--- src/rtl/radix4_booth_mul.sv ---
// -----------------------------------------------------------------------------
// radix4_booth_mul
//   Iterative radix-4 Booth multiply-accumulate: prod = a*b + r (all unsigned).
//   It rebuilds a dividend from an SRT divider's quotient, divisor and
//   remainder (N = Q*D + R). It retires one Booth digit per clock.
//   Digits are limited to -2..+2. They use the divider's 3-bit two's-complement
//   digit code.
//
// Parameters
//   W    operand width of a and b (even, 4..32)
//   RW   addend width of r (RW <= W)
//
// Ports
//   clk    in   1       rising-edge clock
//   reset  in   1       synchronous active-high reset
//   start  in   1       request, sampled only while idle
//   a      in   W       multiplier (Booth-recoded operand)
//   b      in   W       multiplicand
//   r      in   RW      addend
//   busy   out  1       high in CALC and DONE
//   done   out  1       one-cycle pulse when prod is valid
//   prod   out  2W+1    result, held until the next result is written
//   digit  out  3       Booth digit applied this cycle (000 outside CALC)
//
// Build option
//   RADIX4_MUL_EARLY_EXIT_EN : when defined, CALC ends as soon as the
//   remaining multiplier bits are all zero. At least one CALC cycle is always
//   spent. Results do not depend on this option.
// -----------------------------------------------------------------------------
module radix4_booth_mul #(
    parameter int W  = 6,
    parameter int RW = 4
) (
    input  logic            clk,
    input  logic            reset,
    input  logic            start,
    input  logic [W-1:0]    a,
    input  logic [W-1:0]    b,
    input  logic [RW-1:0]   r,
    output logic            busy,
    output logic            done,
    output logic [2*W:0]    prod,
    output logic [2:0]      digit
);

    localparam int NDIG = (W + 2) / 2;
    localparam int AW   = 2 * W + 3;
    localparam int MW   = W + 3;
    localparam int KW   = $clog2(NDIG + 1);

    typedef enum logic [1:0] {S_IDLE, S_CALC, S_DONE} state_t;

    state_t          r_state;
    state_t          w_state_next;
    logic [MW-1:0]   r_mreg;
    logic [AW-1:0]   r_mcand;
    logic [AW-1:0]   r_acc;
    logic [KW-1:0]   r_k;

    logic [2:0]      w_digit;
    logic [AW-1:0]   w_mcand_x2;
    logic [AW-1:0]   w_addend;
    logic [AW-1:0]   w_acc_next;
    logic [MW-1:0]   w_mreg_shift;
    logic            w_last;

    // Booth recoding of the low triple. The result is a 3-bit two's-complement digit.
    always_comb begin
        w_digit = 3'b000;
        case (r_mreg[2:0])
            3'b001, 3'b010: w_digit = 3'b001;   // +1
            3'b011:         w_digit = 3'b010;   // +2
            3'b100:         w_digit = 3'b110;   // -2
            3'b101, 3'b110: w_digit = 3'b111;   // -1
            default:        w_digit = 3'b000;   // 0
        endcase
    end

    assign w_mcand_x2 = {r_mcand[AW-2:0], 1'b0};

    // The negative partial products wrap modulo 2^AW. The running sum can go
    // negative in between, but the final sum is the true non-negative result.
    always_comb begin
        w_addend = '0;
        case (w_digit)
            3'b001:  w_addend = r_mcand;
            3'b010:  w_addend = w_mcand_x2;
            3'b111:  w_addend = '0 - r_mcand;
            3'b110:  w_addend = '0 - w_mcand_x2;
            default: w_addend = '0;
        endcase
    end

    assign w_acc_next   = r_acc + w_addend;
    assign w_mreg_shift = r_mreg >> 2;

`ifdef RADIX4_MUL_EARLY_EXIT_EN
    // No nonzero digit can follow once the shifted multiplier is all zeros.
    assign w_last = (r_k == KW'(NDIG - 1)) || (w_mreg_shift == '0);
`else
    assign w_last = (r_k == KW'(NDIG - 1));
`endif

    // Next-state logic and outputs
    always_comb begin
        w_state_next = r_state;
        busy         = 1'b0;
        done         = 1'b0;
        digit        = 3'b000;
        case (r_state)
            S_IDLE: begin
                if (start) begin
                    w_state_next = S_CALC;
                end
            end
            S_CALC: begin
                busy  = 1'b1;
                digit = w_digit;
                if (w_last) begin
                    w_state_next = S_DONE;
                end
            end
            S_DONE: begin
                busy         = 1'b1;
                done         = 1'b1;
                w_state_next = S_IDLE;
            end
            default: w_state_next = S_IDLE;
        endcase
    end

    // State and datapath registers
    always_ff @(posedge clk) begin
        if (reset) begin
            r_state <= S_IDLE;
            r_mreg  <= '0;
            r_mcand <= '0;
            r_acc   <= '0;
            r_k     <= '0;
            prod    <= '0;
        end else begin
            r_state <= w_state_next;
            case (r_state)
                S_IDLE: begin
                    if (start) begin
                        r_mreg  <= {2'b00, a, 1'b0};
                        r_mcand <= AW'(b);
                        r_acc   <= AW'(r);
                        r_k     <= '0;
                    end
                end
                S_CALC: begin
                    r_acc   <= w_acc_next;
                    r_mcand <= {r_mcand[AW-3:0], 2'b00};
                    r_mreg  <= w_mreg_shift;
                    r_k     <= r_k + KW'(1);
                    if (w_last) begin
                        prod <= w_acc_next[2*W:0];
                    end
                end
                default: ;
            endcase
        end
    end

endmodule

--- config.mk ---
export PLATFORM = sky130hd
export DESIGN_NAME = radix4_booth_mul
export DESIGN_NICKNAME = d
export VERILOG_FILES = /design/src/rtl/radix4_booth_mul.sv
export SDC_FILE = /design/constraint.sdc
export NUM_CORES = 1
export LEC_CHECK = 0
export ABC_AREA = 1
export CAP_MARGIN = 20
export CORE_ASPECT_RATIO = 1.4
export CORE_MARGIN = 4
export CORE_UTILIZATION = 35
export DETAILED_ROUTE_END_ITERATION = 10
export PLACE_DENSITY_LB_ADDON = 0.1
export SLEW_MARGIN = 5
export SYNTH_ARGS = -nofsm -noshare
export SYNTH_HDL_FRONTEND = slang
export SYNTH_SLANG_ARGS = --single-unit
export TNS_END_PERCENT = 30
--- constraint.sdc ---
create_clock -name clk -period 2.9 [get_ports clk]
set_input_delay 0.58 -clock clk [delete_from_list [all_inputs] [get_ports clk]]
set_output_delay 0.58 -clock clk [all_outputs]
set_load 0.02 [all_outputs]
== After elaboration in Yosys (flattened, before gate mapping) ==
Index checks and enable logic that the tools add are counted.

* Flip-flop bits (word level): 57
* Input port bits: 19
* Output and inout bits: 18
* Logic and storage cells: 49

* Add/subtract/negate cells: 4
* Equality and inequality tests: 15
* Multiplexer cells: 16
* Reductions and logical operators: 8

{| class="wikitable"
|+ Operators with widths
! cell !! number
|-
| case mux 15 bit (2 select lines) || 2
|-
| case mux 15 bit (4 select lines) || 1
|-
| 2-to-1 mux 15 bit || 2
|-
| subtractor 1 x 15 -> 15 bit, first input constant || 2
|-
| case mux 9 bit (2 select lines) || 1
|-
| adder 15 bit || 1
|-
| == test 3 bit, second input constant || 5
|-
| == test 3 x 2 -> 1 bit, second input constant || 4
|-
| case mux 3 bit (4 select lines) || 1
|-
| 2-to-1 mux 9 bit || 1
|-
| == test 3 x 1 -> 1 bit, second input constant || 2
|-
| 2-to-1 mux 3 bit || 2
|-
| case mux 3 bit (2 select lines) || 1
|-
| AND reduction 2 bit || 3
|-
| OR reduction 2 bit || 3
|-
| 2-to-1 mux 2 bit || 2
|-
| inequality test 2 bit, second input constant || 2
|-
| case mux 2 bit (2 select lines) || 1
|-
| adder 3 x 1 -> 3 bit, second input constant || 1
|-
| == test 2 x 1 -> 1 bit, second input constant || 1
|-
| == test 2 bit, second input constant || 1
|-
| logical NOT 2 bit || 1
|-
| 2-to-1 mux 1 bit || 2
|-
| nonzero test 2 bit || 1
|}

== Longest topological paths before layout ==
Gate-level depths: netlist of the first run.

* Depth in word-level cells: 7
* Mapped depth: 21
* Mapped depth without buffers: 20

== Worst setup path after synthesis of the first run ==
OpenSTA, ideal clock, no wires.

* Path kind: reg2reg
* From: reg r_mcand[0]
* To: reg prod[8]
* Library setup time: 0.116 ns
* Arrival time: 2.485 ns
* Data required time: 2.784 ns
* Setup slack: 0.299 ns
* Cell stages (with the launch flop): 18
* Path buffers: 0
* Clock period less this slack: 2.601 ns
* Cell sequence: dfxtp_1 -> inv_1 -> ha_1 -> nand2_4 -> nor3_2 -> xor2_1 -> inv_1 -> a221oi_1 -> o21ai_1 -> ha_1 -> a21o_1 -> nor2_1 -> nand2_1 -> or2_1 -> nand2_1 -> nand2_1 -> o211ai_1 -> inv_1

* Longest elaborated chain between the ends: 3
* Elaborated cells between the ends (all ways): 4
* Classes of those cells: 3 x add/sub; 1 x mux

{| class="wikitable"
|+ RTL lines
! what !! RTL line !! source
|-
| start, declared || 56 || <nowiki>logic [AW-1:0] r_mcand;</nowiki>
|-
| start signal, assigned || 147 || <nowiki>r_mcand <= AW'(b);</nowiki>
|-
| start signal, assigned || 154 || <nowiki>r_mcand <= {r_mcand[AW-3:0], 2'b00};</nowiki>
|-
| subtractor 1 x 15 -> 15 bit (on tied branches) || 88, 89 ||
|-
| case mux 15 bit (4 select lines) (*) || 85 || <nowiki>case (w_digit)</nowiki>
|-
| adder 15 bit (*) || 94 || <nowiki>assign w_acc_next = r_acc + w_addend;</nowiki>
|-
| end signal, assigned || 158 || <nowiki>prod <= w_acc_next[2*W:0];</nowiki>
|-
| end, declared || 42 || <nowiki>output logic [2*W:0] prod,</nowiki>
|}

Mark *: on every way between the ends. The rest lies on a longest branch, timed or not.
A chain may end at the register's enable or synchronous reset.

== Worst setup path after layout of the first run ==
* From: reg r_mcand[0]
* To: reg prod[12]

Same word-level chain as after synthesis.

==> results of run 1 <==
[worst min-delay path, stage by stage, from the launching register on]
cell and delay, ns:
sky130_fd_sc_hd__dfxtp_1 0.32, sky130_fd_sc_hd__nand2_1 0.06, sky130_fd_sc_hd__a21oi_1 0.05
[layout by cell type (no fill, tap or decap), types with 8 or more instances in the layout]
master | netlist | layout
sky130_fd_sc_hd__o21ai_1 | 9 | 8
sky130_fd_sc_hd__clkdlybuf4s50_1 | 0 | 36
sky130_fd_sc_hd__nor2_2 | 4 | 8
sky130_fd_sc_hd__ha_1 | 18 | 16
sky130_fd_sc_hd__nand3_1 | 17 | 14
sky130_fd_sc_hd__xor2_1 | 11 | 11
sky130_fd_sc_hd__o21ai_0 | 26 | 24
sky130_fd_sc_hd__a21oi_1 | 37 | 32
sky130_fd_sc_hd__dfxtp_1 | 51 | 48
sky130_fd_sc_hd__inv_1 | 49 | 46
sky130_fd_sc_hd__buf_4 | 1 | 31
sky130_fd_sc_hd__inv_2 | 4 | 8
sky130_fd_sc_hd__nand2_1 | 106 | 104
sky130_fd_sc_hd__nor2_1 | 40 | 36
[cell usage after synthesis, types with 3 or more instances]
master,instances
sky130_fd_sc_hd__nand2_1,106
sky130_fd_sc_hd__dfxtp_1,51
sky130_fd_sc_hd__inv_1,49
sky130_fd_sc_hd__nor2_1,40
sky130_fd_sc_hd__a21oi_1,37
sky130_fd_sc_hd__o21ai_0,26
sky130_fd_sc_hd__ha_1,18
sky130_fd_sc_hd__nand3_1,17
sky130_fd_sc_hd__xor2_1,11
sky130_fd_sc_hd__clkbuf_1,9
sky130_fd_sc_hd__o21ai_1,9
sky130_fd_sc_hd__a31oi_1,7
sky130_fd_sc_hd__o211ai_1,7
sky130_fd_sc_hd__buf_2,6
sky130_fd_sc_hd__nor3_1,6
sky130_fd_sc_hd__o22ai_1,6
sky130_fd_sc_hd__a211oi_1,5
sky130_fd_sc_hd__a221o_1,5
sky130_fd_sc_hd__inv_2,4
sky130_fd_sc_hd__nand3_2,4
sky130_fd_sc_hd__nor2_2,4
sky130_fd_sc_hd__xnor2_1,4
sky130_fd_sc_hd__nand2_2,3
sky130_fd_sc_hd__nor2_4,3
[cell families after synthesis]
logic type | Yosys count
simple gates | 189
compound gates | 110
buf+inv | 74
flops | 51
fa+ha+maj | 19
xor+xnor | 15
[registers in the layout (all words and copies together), names as in the netlist]
register and cells:
r_k 3, r_mreg 7, r_acc 13, prod 13, r_state 2, r_mcand 13
[timing repair]
item	4_1_cts	5_1_grt
buffers inserted	0	6
gates resized for setup	3	33
cloned	0	0
endpoints found under the setup margin	1	11
pin swaps	0	18
[how the worst max path moves through the flow]
| stage | end | cells past startpoint |
|---|---|---|
| after global routing | prod[8] | 18 |
| after global placement | prod[12] | 17 |
| after CTS | prod[12] | 17 |
| after floorplan | prod[8] | 17 |
| final | prod[12] | 19 |
| after detailed placement | prod[12] | 17 |
[metrics by stage]
step	setup TNS (ns)	area, sq um	cells	utilization (%)
final	0	4130	621	46.0
after global routing	-0.156	4130	621	46.0
after CTS	0	3970	615	44.3
after detailed placement	-0.0713	3790	607	42.2
after global placement	-0.0810	3790	607	42.2
after floorplan	0	3190	458	-
[cell type report]
class | count | area [sq um] | share of cell area, %
timing repair buffer | 68 | 613 | 14.8
clock inverter | 2 | 35.0 | 0.848
multi-input combinational | 333 | 1980 | 48.0
tap | 107 | 134 | 3.24
clock buffer | 6 | 139 | 3.36
inverter | 54 | 203 | 4.91
sequential | 51 | 1020 | 24.8
[routing by layer]
metal	vias up	track usage, %
met5	-	0
met4	0	8.32
met3	16	2.58
met2	54	28.5
met1	1432	18.2
li1	1634	-
[power by group through the flow]
stage	registers (uW)	logic [uW]	clock network, uW
final	796	866	698
after global routing	803	958	743
after CTS	794	807	712
after detailed placement	810	800	0
after global placement	809	800	0
after floorplan	798	565	0
==> metrics.txt, run 1 <==
run status=complete, no violations; Clock Path Buffers=2; proportion of power drawn by combinational gates=36.7%; fraction of the mapped netlist area in simple logic gates=approximately a quarter; endpoint required time on the critical path=between 3 and 4 ns; synthesized flop and latch total=51; final number of max-transition violations=0; GRT Resource Usage Total=approximately 16%; most repeated library cell on the critical path=sky130_fd_sc_hd__nand2_2; portion of the clock cycle consumed by the worst path in the final layout=between 90% and 100%; Register-to-Register Setup Slack=about 0.17 ns; I/O pin count=37; net switching power=between 800 and 900 uW; nets in the synthesized netlist=around 500; Clock Pin Slew Worst Setup and Hold Paths=~0.070 ns; instance count along the most critical hold path=2; number of different library cells in the post-synthesis netlist=39; worst-case hold slack=0.472 ns; share of the synthesized netlist area taken by xor and xnor gates=under 10%; switching power share of the total=a little over a third; FF-to-FF Start=r_mcand[0]; launch point of the worst hold path=r_k[1]; RSZ-0062 raised after global routing=true; crit path cell chain=buf_4 > nor2_4 > nand2_2 > nor2_4 > nand3_2 > xor2_1 > inv_1 > a221o_1 > ha_4 > a21oi_4 > o21bai_1 > a21oi_1 > nand3_2 > inv_2 > nand2_2 > nand2_2 > nand2_1 > nand2_1 > inv_1; weighted congestion at the end of routability-driven global placement=around 0.9; number of buffers added on ports=36; IR Drop Worst-Case VDD=0.000221 V; power per unit of standard cell area=571 mW/mm^2; layout overhead on the synthesized area=29.5%; number of cell rows=41; total gr overflow=0; top sig layer=met4; Final Routed Wirelength=8.46 mm; slowest CP cell=sky130_fd_sc_hd__a221o_1; family with the most delay on the worst path=simple AND/OR/NAND/NOR gates; max capacitance violation total=0; Lkg Pwr=approximately 0.0017 uW; CTS tree=built; mux share of post-synthesis cell area=0%; dominant combinational cell family by area after synthesis=simple AND/OR/NAND/NOR gates; hold path endpoint=r_k[1]; category of the most critical setup path=register to register; post-DP HPWL=between 6 and 7 mm; sequential share of the synthesized area=about a third; initial antenna violation count=0; synthesized-area fraction occupied by ao, oa, aoi and oai cells=between 20% and 30%; cell type with the largest total area after synthesis=sky130_fd_sc_hd__dfxtp_1; antenna cell count=0; total power of the final layout=2360 uW; area enclosed by the die boundary=between 0.01 and 0.015 sq mm; share of power burned in the clock network=29.6%; die boundary height=~120 microns; worst setup slack after placement=-0.0713 ns; wire length of the first global-routing pass=roughly 14 mm; Met3 Routed Length=slightly above 200 microns; number of buffers and inverters on the critical path=4; Metal-1 WL=~3.5 mm; synthesis warning total=0; iteration-0 DRC count of the detailed router=~130; overall die width=88.7 microns; number of clock sinks=51; final worst slack=between 0.15 and 0.2 ns; capturing element type of the critical path=register; number of global-route vias before repair=approximately 3000; number of synthesized flops with an enable pin=0; Hold Crit Class=register to register; sequential share of power=around 34%; met2 WL=4.53 mm; Crit path largest cell delay=about 0.36 ns; final hold viol count=0; per-cell via count in the routed design=approximately 5; internal portion of total power=1540 uW; Critical Path Start Type=register; fill count=a little over 900; mean cell area of the mapped netlist=roughly 7 sq um; library cell used as clock root buffer=sky130_fd_sc_hd__clkbuf_16; Post-layout nets=roughly 550; clock latency on the worst-skew pair=between 0.2 and 0.3 ns; post-cts hold buffer count=0; highest clock rate=~0.37 GHz; worst clock skew on the final layout=about 0.0036 ns; detail-routed net length per standard cell=approximately 14 microns; main area contributors after synthesis=sky130_fd_sc_hd__dfxtp_1 32%, sky130_fd_sc_hd__nand2_1 12%, sky130_fd_sc_hd__ha_1 7.1%, sky130_fd_sc_hd__a21oi_1 5.8%, sky130_fd_sc_hd__inv_1 5.8%; maximum number of pins on one net before global-route repair=29; data arrival time of the worst path=2.93 ns; CORE AREA=about 0.009 sq mm; final number of setup-violating endpoints=0; Worst setup startpoint=r_mcand[0]; clock buffer count from CTS=5; critical-path maximum fanout=5; number of standard cells after synthesis=roughly 460; Netlist Area Pre-Place=0.00319 sq mm; DRC=0; proportion of synthesized flip-flops having asynchronous set or reset=0%; final critical-path required period=about 2.7 ns; post-synth top area share=between 30% and 40%; starting density of the core=35.5%; total vias in the final route=between 3000 and 4000; terminus of the critical flop-to-flop path=prod[12]; Final ANT Viol Nets=0; area share of fa/ha/maj cells after synthesis=about 7.7%; dominant register cell in the synthesized netlist=sky130_fd_sc_hd__dfxtp_1; slew of the pin with the lowest slew margin=between 0.6 and 0.7 ns; H-tree depth=2; First-pass DRT Iterations=4; Reg2Reg Depth=19; proportion of layout cells with a drive suffix above 1=18.1%; relative max-transition margin=59.2%
Note: power is estimated with default switching activity, not from simulation.
==> inputs of run 2 (changes only) <==
Settings changed: SLEW_MARGIN 5 to default.
==> results of run 2 <==
Final layout, timing and power as in run 1 (identical DEF).
